--- config.mk ---
export PLATFORM = sky130hd
export DESIGN_NAME = iq_buf_reader
export DESIGN_NICKNAME = d
export VERILOG_FILES = /design/src/rtl/iq_buf_reader.sv
export SDC_FILE = /design/constraint.sdc
export NUM_CORES = 1
export LEC_CHECK = 0
export ABC_AREA = 1
export BUFFER_PORTS_ARGS = -buffer_cell sky130_fd_sc_hd__clkbuf_2
export CAP_MARGIN = 0
export CORE_AREA = 2 2 124 126
export CTS_CLUSTER_SIZE = 25
export DETAILED_ROUTE_END_ITERATION = 8
export DIE_AREA = 0 0 126 128
export PLACE_DENSITY = 0.79
export SLEW_MARGIN = 25
export SYNTH_ARGS = -nofsm -noshare
export SYNTH_HDL_FRONTEND = slang
export SYNTH_SLANG_ARGS = --single-unit
--- constraint.sdc ---
create_clock -name clk -period 2.52 [get_ports clk]
set_clock_uncertainty 0.15 [all_clocks]
set_input_delay 0.126 -clock clk [delete_from_list [all_inputs] [get_ports clk]]
set_output_delay 0.126 -clock clk [all_outputs]
set_load 0.01 [all_outputs]
--- src/rtl/iq_buf_reader.sv ---
// Playback reader for the 1-bit I/Q capture buffer: fetches 36-bit I/Q words
// from block RAM and emits one I/Q sample pair per accepted transfer, LSB first.
module iq_buf_reader #(
  parameter int WORD_W = 36,
  parameter int ADDR_W = 9,
  parameter int RD_LAT = 2
) (
  input  logic              clk,
  input  logic              rst,
  input  logic              start,
  input  logic              stop,
  input  logic              loop_en,
  input  logic [ADDR_W-1:0] num_words,
  output logic [ADDR_W-1:0] ram_addr,
  input  logic [WORD_W-1:0] ram_do_i,
  input  logic [WORD_W-1:0] ram_do_q,
  output logic              s_valid,
  input  logic              s_ready,
  output logic              s_i,
  output logic              s_q,
  output logic              s_last,
  output logic              busy,
  output logic              done
);

  localparam int BIT_W  = $clog2(WORD_W);
  localparam int PIPE_W = RD_LAT + 1;
  localparam logic [BIT_W-1:0] LAST_BIT = BIT_W'(WORD_W - 1);

  localparam logic [1:0] IDLE   = 2'd0;
  localparam logic [1:0] FILL   = 2'd1;
  localparam logic [1:0] STREAM = 2'd2;
  localparam logic [1:0] DRAIN  = 2'd3;

  logic [1:0]        state;
  logic [ADDR_W-1:0] last_addr;
  logic              loop_r;
  logic              fetch_end;
  logic              pend_last;
  logic [PIPE_W-1:0] rd_pipe;
  logic [WORD_W-1:0] hold_i, hold_q;
  logic              hold_full, hold_last;
  logic [WORD_W-1:0] sh_i, sh_q;
  logic              sh_full, sh_last;
  logic [BIT_W-1:0]  bit_cnt;

  logic go, zero_go, issue, capture, xfer, word_end, load_sh;

  // One fetch in flight at a time; rd_pipe tracks it until its data is valid.
  // NOTE: combinational logic uses blocking '=', registers below use '<='.
  always_comb begin
    go       = (state == IDLE) && start && !stop && (num_words != '0);
    zero_go  = (state == IDLE) && start && !stop && (num_words == '0);
    xfer     = sh_full && s_ready;
    word_end = xfer && (bit_cnt == LAST_BIT);
    load_sh  = hold_full && (!sh_full || word_end);
    issue    = ((state == FILL) || (state == STREAM)) && (!hold_full || load_sh) &&
               (rd_pipe == '0) && !fetch_end;
    capture  = rd_pipe[RD_LAT];
  end

  always_ff @(posedge clk or negedge rst) begin
    if (!rst) begin
      state     <= IDLE;
      ram_addr  <= '0;
      last_addr <= '0;
      loop_r    <= 1'b0;
      fetch_end <= 1'b0;
      pend_last <= 1'b0;
      rd_pipe   <= '0;
      hold_i    <= '0;
      hold_q    <= '0;
      hold_full <= 1'b0;
      hold_last <= 1'b0;
      sh_i      <= '0;
      sh_q      <= '0;
      sh_full   <= 1'b0;
      sh_last   <= 1'b0;
      bit_cnt   <= '0;
      done      <= 1'b0;
    end else begin
      done <= 1'b0;
      if ((state != IDLE) && stop) begin
        state     <= IDLE;
        ram_addr  <= '0;
        fetch_end <= 1'b0;
        rd_pipe   <= '0;
        hold_full <= 1'b0;
        sh_full   <= 1'b0;
      end else begin
        rd_pipe <= (rd_pipe << 1) | PIPE_W'(go || issue);

        // Address moves on the cycle after a fetch is launched, once the RAM has taken it.
        if (go) begin
          ram_addr  <= '0;
          last_addr <= num_words - 1'b1;
          loop_r    <= loop_en;
          fetch_end <= 1'b0;
          pend_last <= (num_words == ADDR_W'(1));
          state     <= FILL;
        end else if (rd_pipe[0]) begin
          if (ram_addr == last_addr) begin
            if (loop_r) ram_addr <= '0;
            else        fetch_end <= 1'b1;
          end else begin
            ram_addr <= ram_addr + 1'b1;
          end
        end
        if (issue) pend_last <= (ram_addr == last_addr);

        if (capture) begin
          hold_i    <= ram_do_i;
          hold_q    <= ram_do_q;
          hold_last <= pend_last;
          hold_full <= 1'b1;
        end else if (load_sh) begin
          hold_full <= 1'b0;
        end

        if (load_sh) begin
          sh_i    <= hold_i;
          sh_q    <= hold_q;
          sh_last <= hold_last;
          bit_cnt <= '0;
          sh_full <= 1'b1;
        end else if (word_end) begin
          sh_full <= 1'b0;
        end else if (xfer) begin
          sh_i    <= sh_i >> 1;
          sh_q    <= sh_q >> 1;
          bit_cnt <= bit_cnt + 1'b1;
        end

        case (state)
          IDLE:         if (zero_go) done <= 1'b1;
          FILL, STREAM: if (load_sh) state <= (hold_last && !loop_r) ? DRAIN : STREAM;
          DRAIN: begin
            if (word_end) begin
              done  <= 1'b1;
              state <= IDLE;
            end
          end
          default:      state <= IDLE;
        endcase
      end
    end
  end

  assign s_valid = sh_full;
  assign s_i     = sh_i[0];
  assign s_q     = sh_q[0];
  assign s_last  = sh_full && sh_last && (bit_cnt == LAST_BIT);
  assign busy    = (state != IDLE);

endmodule

; ---- Word-level counts from Yosys, hierarchy flattened
; Cells that the tools add are included.
[word_totals]
output_inout_bits = 15
rom_bits = 0
register_bits = 181
wordCells = 111
memories = 0
latch_bits = 0
inputBits = 87
ram_bits = 0
[op_classes]
eq_ne = 9
magnitude_cmp = 0
shifts = 0
bitwise_logic = 2
n_reduce_logical = 42
div_mod_pow = 0
mux = 38
add_sub_neg = 3
mul = 0
[op_table]
columns = cell, n
row1 = 2-to-1 mux 36 bit, 6
row2 = 2-to-1 mux 9 bit, 5
row3 = 2-to-1 mux 6 bit, 3
row4 = 2-to-1 mux 1 bit, 17
row5 = logical AND 1 bit, 14
row6 = nonzero test 3 bit, 4
row7 = AND reduction 2 bit, 5
row8 = adder 9 x 1 -> 9 bit (second input constant), 1
row9 = == test 9 x 1 -> 1 bit (second input constant), 1
row10 = == test 9 bit, 1
row11 = zero test 9 bit, 1
row12 = nonzero test 9 bit, 1
row13 = subtractor 9 x 1 -> 9 bit (second input constant), 1
row14 = 2-to-1 mux 2 bit, 4
row15 = adder 6 x 1 -> 6 bit (second input constant), 1
row16 = == test 6 bit (second input constant), 1
row17 = AND reduction 3 bit, 2
row18 = nonzero test 2 bit, 3
row19 = zero test 1 bit, 5
row20 = == test 2 bit (second input constant), 2
row21 = logical OR 1 bit, 4
row22 = != test 4 bit (second input constant), 1
row23 = one-hot mux 2 bit (2 select lines), 1
row24 = zero test 3 bit, 1
row25 = 9 further kinds, 9

; ---- Depth between registers and ports, before layout
[logic_depth]
word_depth = 11
mapped_depth = 13
depth_no_buf = 12

; ---- Worst setup path after synthesis
; Ideal clock, no wire load.
[synth_timing]
path_kind = register to register
from = register state[0]
to = register hold_i[0]
synth_period_minus_slack_ns = 1.988
setup_slack_ns = 0.532
path_buffers = 1
stages_incl_launch_ff = 8
setup_ns = 0.125
t_arrival_ns = 1.713
required_ns = 2.245
cell_sequence = dfrtp_1 > inv_1 > ha_1 > nor2_2 > inv_2 > nand2_1 > buf_2 > mux2_2
[synth_via]
elab_chain_cells = 4
[synth_rtl]
columns = item, line
row1 = start: declaration, 35  ; logic [1:0] state;
row2 = start signal: assignment, 136  ; FILL, STREAM: if (load_sh) state <= (hold_last && !loop_r) ? DRAIN : STREAM;
row3 = nonzero test 2 bit, 83  ; if ((state != IDLE) && stop) begin
row4 = logical AND 1 bit, 83
row5 = NOT 1 bit (no source line), n/a
row6 = AND reduction 2 bit (no source line), n/a
row7 = end signal: assignment, 112  ; hold_i <= ram_do_i;
row8 = end: declaration, 41  ; logic [WORD_W-1:0] hold_i, hold_q;
; No other way between the ends.
; A chain may end at the register's enable or synchronous reset.

; ---- Final worst setup path
[layout_timing]
from = register bit_cnt[0]
to = register sh_i[34]
[layout_via]
elab_chain_cells = 6
word_cells_on_any_way = 8
classes_between = eq/ne (2) / mux (1) / reduce/logical (5)
[layout_rtl]
columns = item, line
row1 = start: declaration, 45  ; logic [BIT_W-1:0] bit_cnt;
row2 = start signal: assignment, 131  ; bit_cnt <= bit_cnt + 1'b1;
row3 = == test 6 bit *, 55  ; word_end = xfer && (bit_cnt == LAST_BIT);
row4 = logical AND 1 bit *, 55
row5 = logical OR 1 bit, 56  ; load_sh = hold_full && (!sh_full || word_end);
row6 = logical AND 1 bit, 56
row7 = != test 2 x 1 -> 1 bit (no source line) / nonzero test 2 bit (equally long branches), n/a
row8 = AND reduction 3 bit (no source line), n/a
row9 = end signal: assignment, 121  ; sh_i <= hold_i;
row10 = end signal: assignment, 129  ; sh_i <= sh_i >> 1;
row11 = end: declaration, 43  ; logic [WORD_W-1:0] sh_i, sh_q;
; Mark *: on every way between the ends. The rest lies on a longest branch, timed or not.

==> flow_summary.json <==
{
  "status": "complete, no violations",
  "wl_met1_um": 8030,
  "synthTopCellsByArea": "dfrtp_1 54%, nand2_1 21%, mux2_2 7.3%",
  "synth_edf_count": 0,
  "crit_type": "reg2reg",
  "syn2layout_area_growth_pct": 26.4,
  "cts.sinks": 181,
  "grt_overflow": 0,
  "slowest_stage": "buf_6",
  "grtUsageTotal_pct": 24.6,
  "vias": 7051,
  "routedWlPerCell_um": 13.8,
  "highest_layer": "met4",
  "gp_congestion": 0.855,
  "grt_pass1_vias": 6811,
  "worstMarginPinSlew_ps": 669,
  "crit_required_ps": 2730,
  "drt_iter0_markers": 716,
  "first_pass_iters": 5,
  "cts_tree": "yes",
  "netlist_area_mm2": 0.00844,
  "synth_warnings": 0,
  "crit_chain": "ha_1 > nand3_1 > nor2_4 > nand2_2 > nand2_2 > nand2_4 > buf_6 > nand2_1 > o21ai_0 > nand2_1 > nand2_1",
  "wl_met3_um": 784,
  "antenna_found_initial": 0,
  "die_y_um": 128,
  "cts.htree.levels": 4,
  "drive_gt1_share_pct": 18.4,
  "drv_slew": 0,
  "clk_path_buf_depth": 2,
  "root_buffer": "clkbuf_16",
  "crit_path_end_kind": "register",
  "multi_input_area_mm2": 0.00348,
  "cp_slowest_stage_delay_ps": 440,
  "io_pins": 102,
  "clkLatencyLatePin_ps": 430,
  "routed_wl_um": 19100,
  "stdcell_count": 1386,
  "rows": 45,
  "finalSetupTns_ps": 0,
  "maxSlewHeadroom_pct": 55.4,
  "critPathTopFamily": "simple AND/OR/NAND/NOR gates",
  "rsz0062_at_grt": "false",
  "worst_path_most_repeated_cell": "nand2_1",
  "dpl_cell_area_mm2": 0.00916,
  "wl_met2_um": 9920,
  "path_buf_inv": 1,
  "grt_pass1_wl_um": 31900,
  "dp.cells": 1262,
  "worstPathMaxFanout": 85,
  "cts.clk_slew.worst_paths_ps": 70,
  "pwr_density_cell_mw_per_mm2": 1090,
  "nFillCells": 1058,
  "yosys.area.top_type_share_pct": 53.6,
  "async_flop_share_pct": 100,
  "hold_path_class": "in2async",
  "synth-main-ff-cell": "dfrtp_1",
  "timing.final.crit_share_pct": 92.8,
  "viasPerCell": 5.09,
  "hold_viol": 0,
  "start_kind": "register",
  "design_area_mm2": 0.0107,
  "grt_max_degree": 86,
  "ant_nets": 0,
  "final_nets": 1280,
  "seq_area_mm2": 0.00453,
  "antennaDiodeCount": 0,
  "synthCells": 1002,
  "io_buffers": 101,
  "dieArea_mm2": 0.0161,
  "ys_types": 28,
  "synth.ff_latch_count": 181,
  "setup_violations": 0,
  "numCtsBuffers": 17,
  "p_leak_nw": 5.68,
  "worstPathArrival_ps": 2550,
  "cap_violations": 0,
  "start_util_pct": 56.8,
  "die_x_um": 126,
  "synth_nets": 1097,
  "core_mm2": 0.0149,
  "fmax_mhz": 428,
  "yosys.area.top_type": "dfrtp_1",
  "avgSynthCellArea_um2": 8.43,
  "post-route-util_pct": 71.8,
  "drc": 0,
  "yosysSeqAreaShare_pct": 53.6,
  "hpwl_um": 10900,
  "post-route-min-period_ps": 2340,
  "irDropWorstVdd_v": 0.000735
}
## kinds of logic after synthesis
kind of cell | count (synthesis) | share of synthesized area (%)
adders and majority gates | 8 | 1.19
DFF | 181 | 53.6
muxes | 55 | 7.33
buffers and inverters | 102 | 5.26
AOI/OAI and AO/OA | 62 | 3.73
and+or+nand+nor | 574 | 26.8
xor gates and xnor gates | 20 | 2.07
## synth_stat cells, types with 2 or more instances
cell type	n
nand2_1	477
dfrtp_1	181
mux2_2	55
inv_1	54
nor2_1	49
buf_2	35
o21ai_0	34
a21oi_1	26
nand3_1	23
xnor2_1	12
ha_1	8
xor2_1	8
clkbuf_1	6
nand4_1	6
nor3_1	5
inv_2	4
nand2_2	4
nand2_4	3
buf_6	2
or2_2	2
## report_power, final
group / total, W / internal, W / switching [W] / leakage [nW]
Clock: 0.00261 / 0.00141 / 0.00119 / 0.280
Combinational: 0.00415 / 0.00180 / 0.00236 / 3.13
Sequential: 0.00489 / 0.00416 / 0.000729 / 2.26
## area by class of cell
type	count	share of cell area, %
flip-flops and latches	181	42.4
multi-input cells	719	32.6
repair buffers	207	15.2
clock buffers	18	4.11
well taps	188	2.20
inverters	59	2.12
clock inverters	14	1.31
## worst paths after layout
check / startpoint / cells after the start / to / slack (ps)
worst max-delay path: bit_cnt[0] / 11 / sh_i[34] / 180
worst min-delay path: rst / 2 / hold_i[11] / 130
worst max register to register: bit_cnt[0] / 11 / sh_i[34] / 180
worst min register to register: sh_i[7] / 2 / sh_i[7] / 320
max in group asynchronous: rst / 3 / hold_q[7] / 1350
min in group clk: ram_do_q[17] / 3 / hold_q[17] / 310
## worst reg2reg max path, stage by stage, from the launching register on
cell and delay [ps]:
dfrtp_1 420, ha_1 250, nand3_1 140, nor2_4 50, nand2_2 80, nand2_2 80
nand2_4 90, buf_6 440, nand2_1 220, o21ai_0 150, nand2_1 110, nand2_1 100
## state kept, by name, indices dropped and copies added, names as in the netlist
register / count
bit_cnt: 6
done: 1
fetch_end: 1
hold_full: 1
hold_i: 36
hold_last: 1
hold_q: 36
last_addr: 9
loop_r: 1
pend_last: 1
ram_addr: 9
rd_pipe: 3
s_valid: 1
sh_i: 36
sh_last: 1
sh_q: 36
state: 2
## through the flow
stage | power [W] | hold slack (ps) | setup WS (ps)
floorplan | 0.00781 | -320 | 532
global placement | 0.00872 | 42.8 | 186
detailed placement | 0.00887 | 30.8 | 181
CTS | 0.0117 | 147 | 37.5
global route | 0.0125 | 188 | 6.06
finish | 0.0117 | 127 | 183
## layer usage
layer	up-vias	GRT usage, %
met3	30	5.26
li1	3484	-
met1	3357	30.9
met4	0	7.89
met2	180	43.0
met5	-	0
## repair_timing
item / in CTS / in global routing
hold endpoints to repair: 156 / 0
setup endpoints to repair: 0 / 69
buffers inserted: 0 / 1
resized for setup: 0 / 5
hold buffers: 91 / 0
## cells in the final DEF (no fill, tap or decap), types with 3 or more instances in the layout
master / n
nand2_2: 4
dlygate4sd3_1: 91
buf_12: 6
xnor2_1: 12
clkinv_4: 4
clkbuf_16: 17
o21ai_0: 34
inv_6: 6
dfrtp_1: 181
nor2_1: 49
inv_1: 54
inv_2: 4
nand2_4: 4
clkbuf_2: 100
nor3_1: 5
ha_1: 8
buf_4: 6
buf_6: 3
xor2_1: 8
nand2_1: 476
mux2_2: 55
nand4_1: 6
a21oi_1: 26
nand3_1: 23
(Power assumes the default switching activity.)
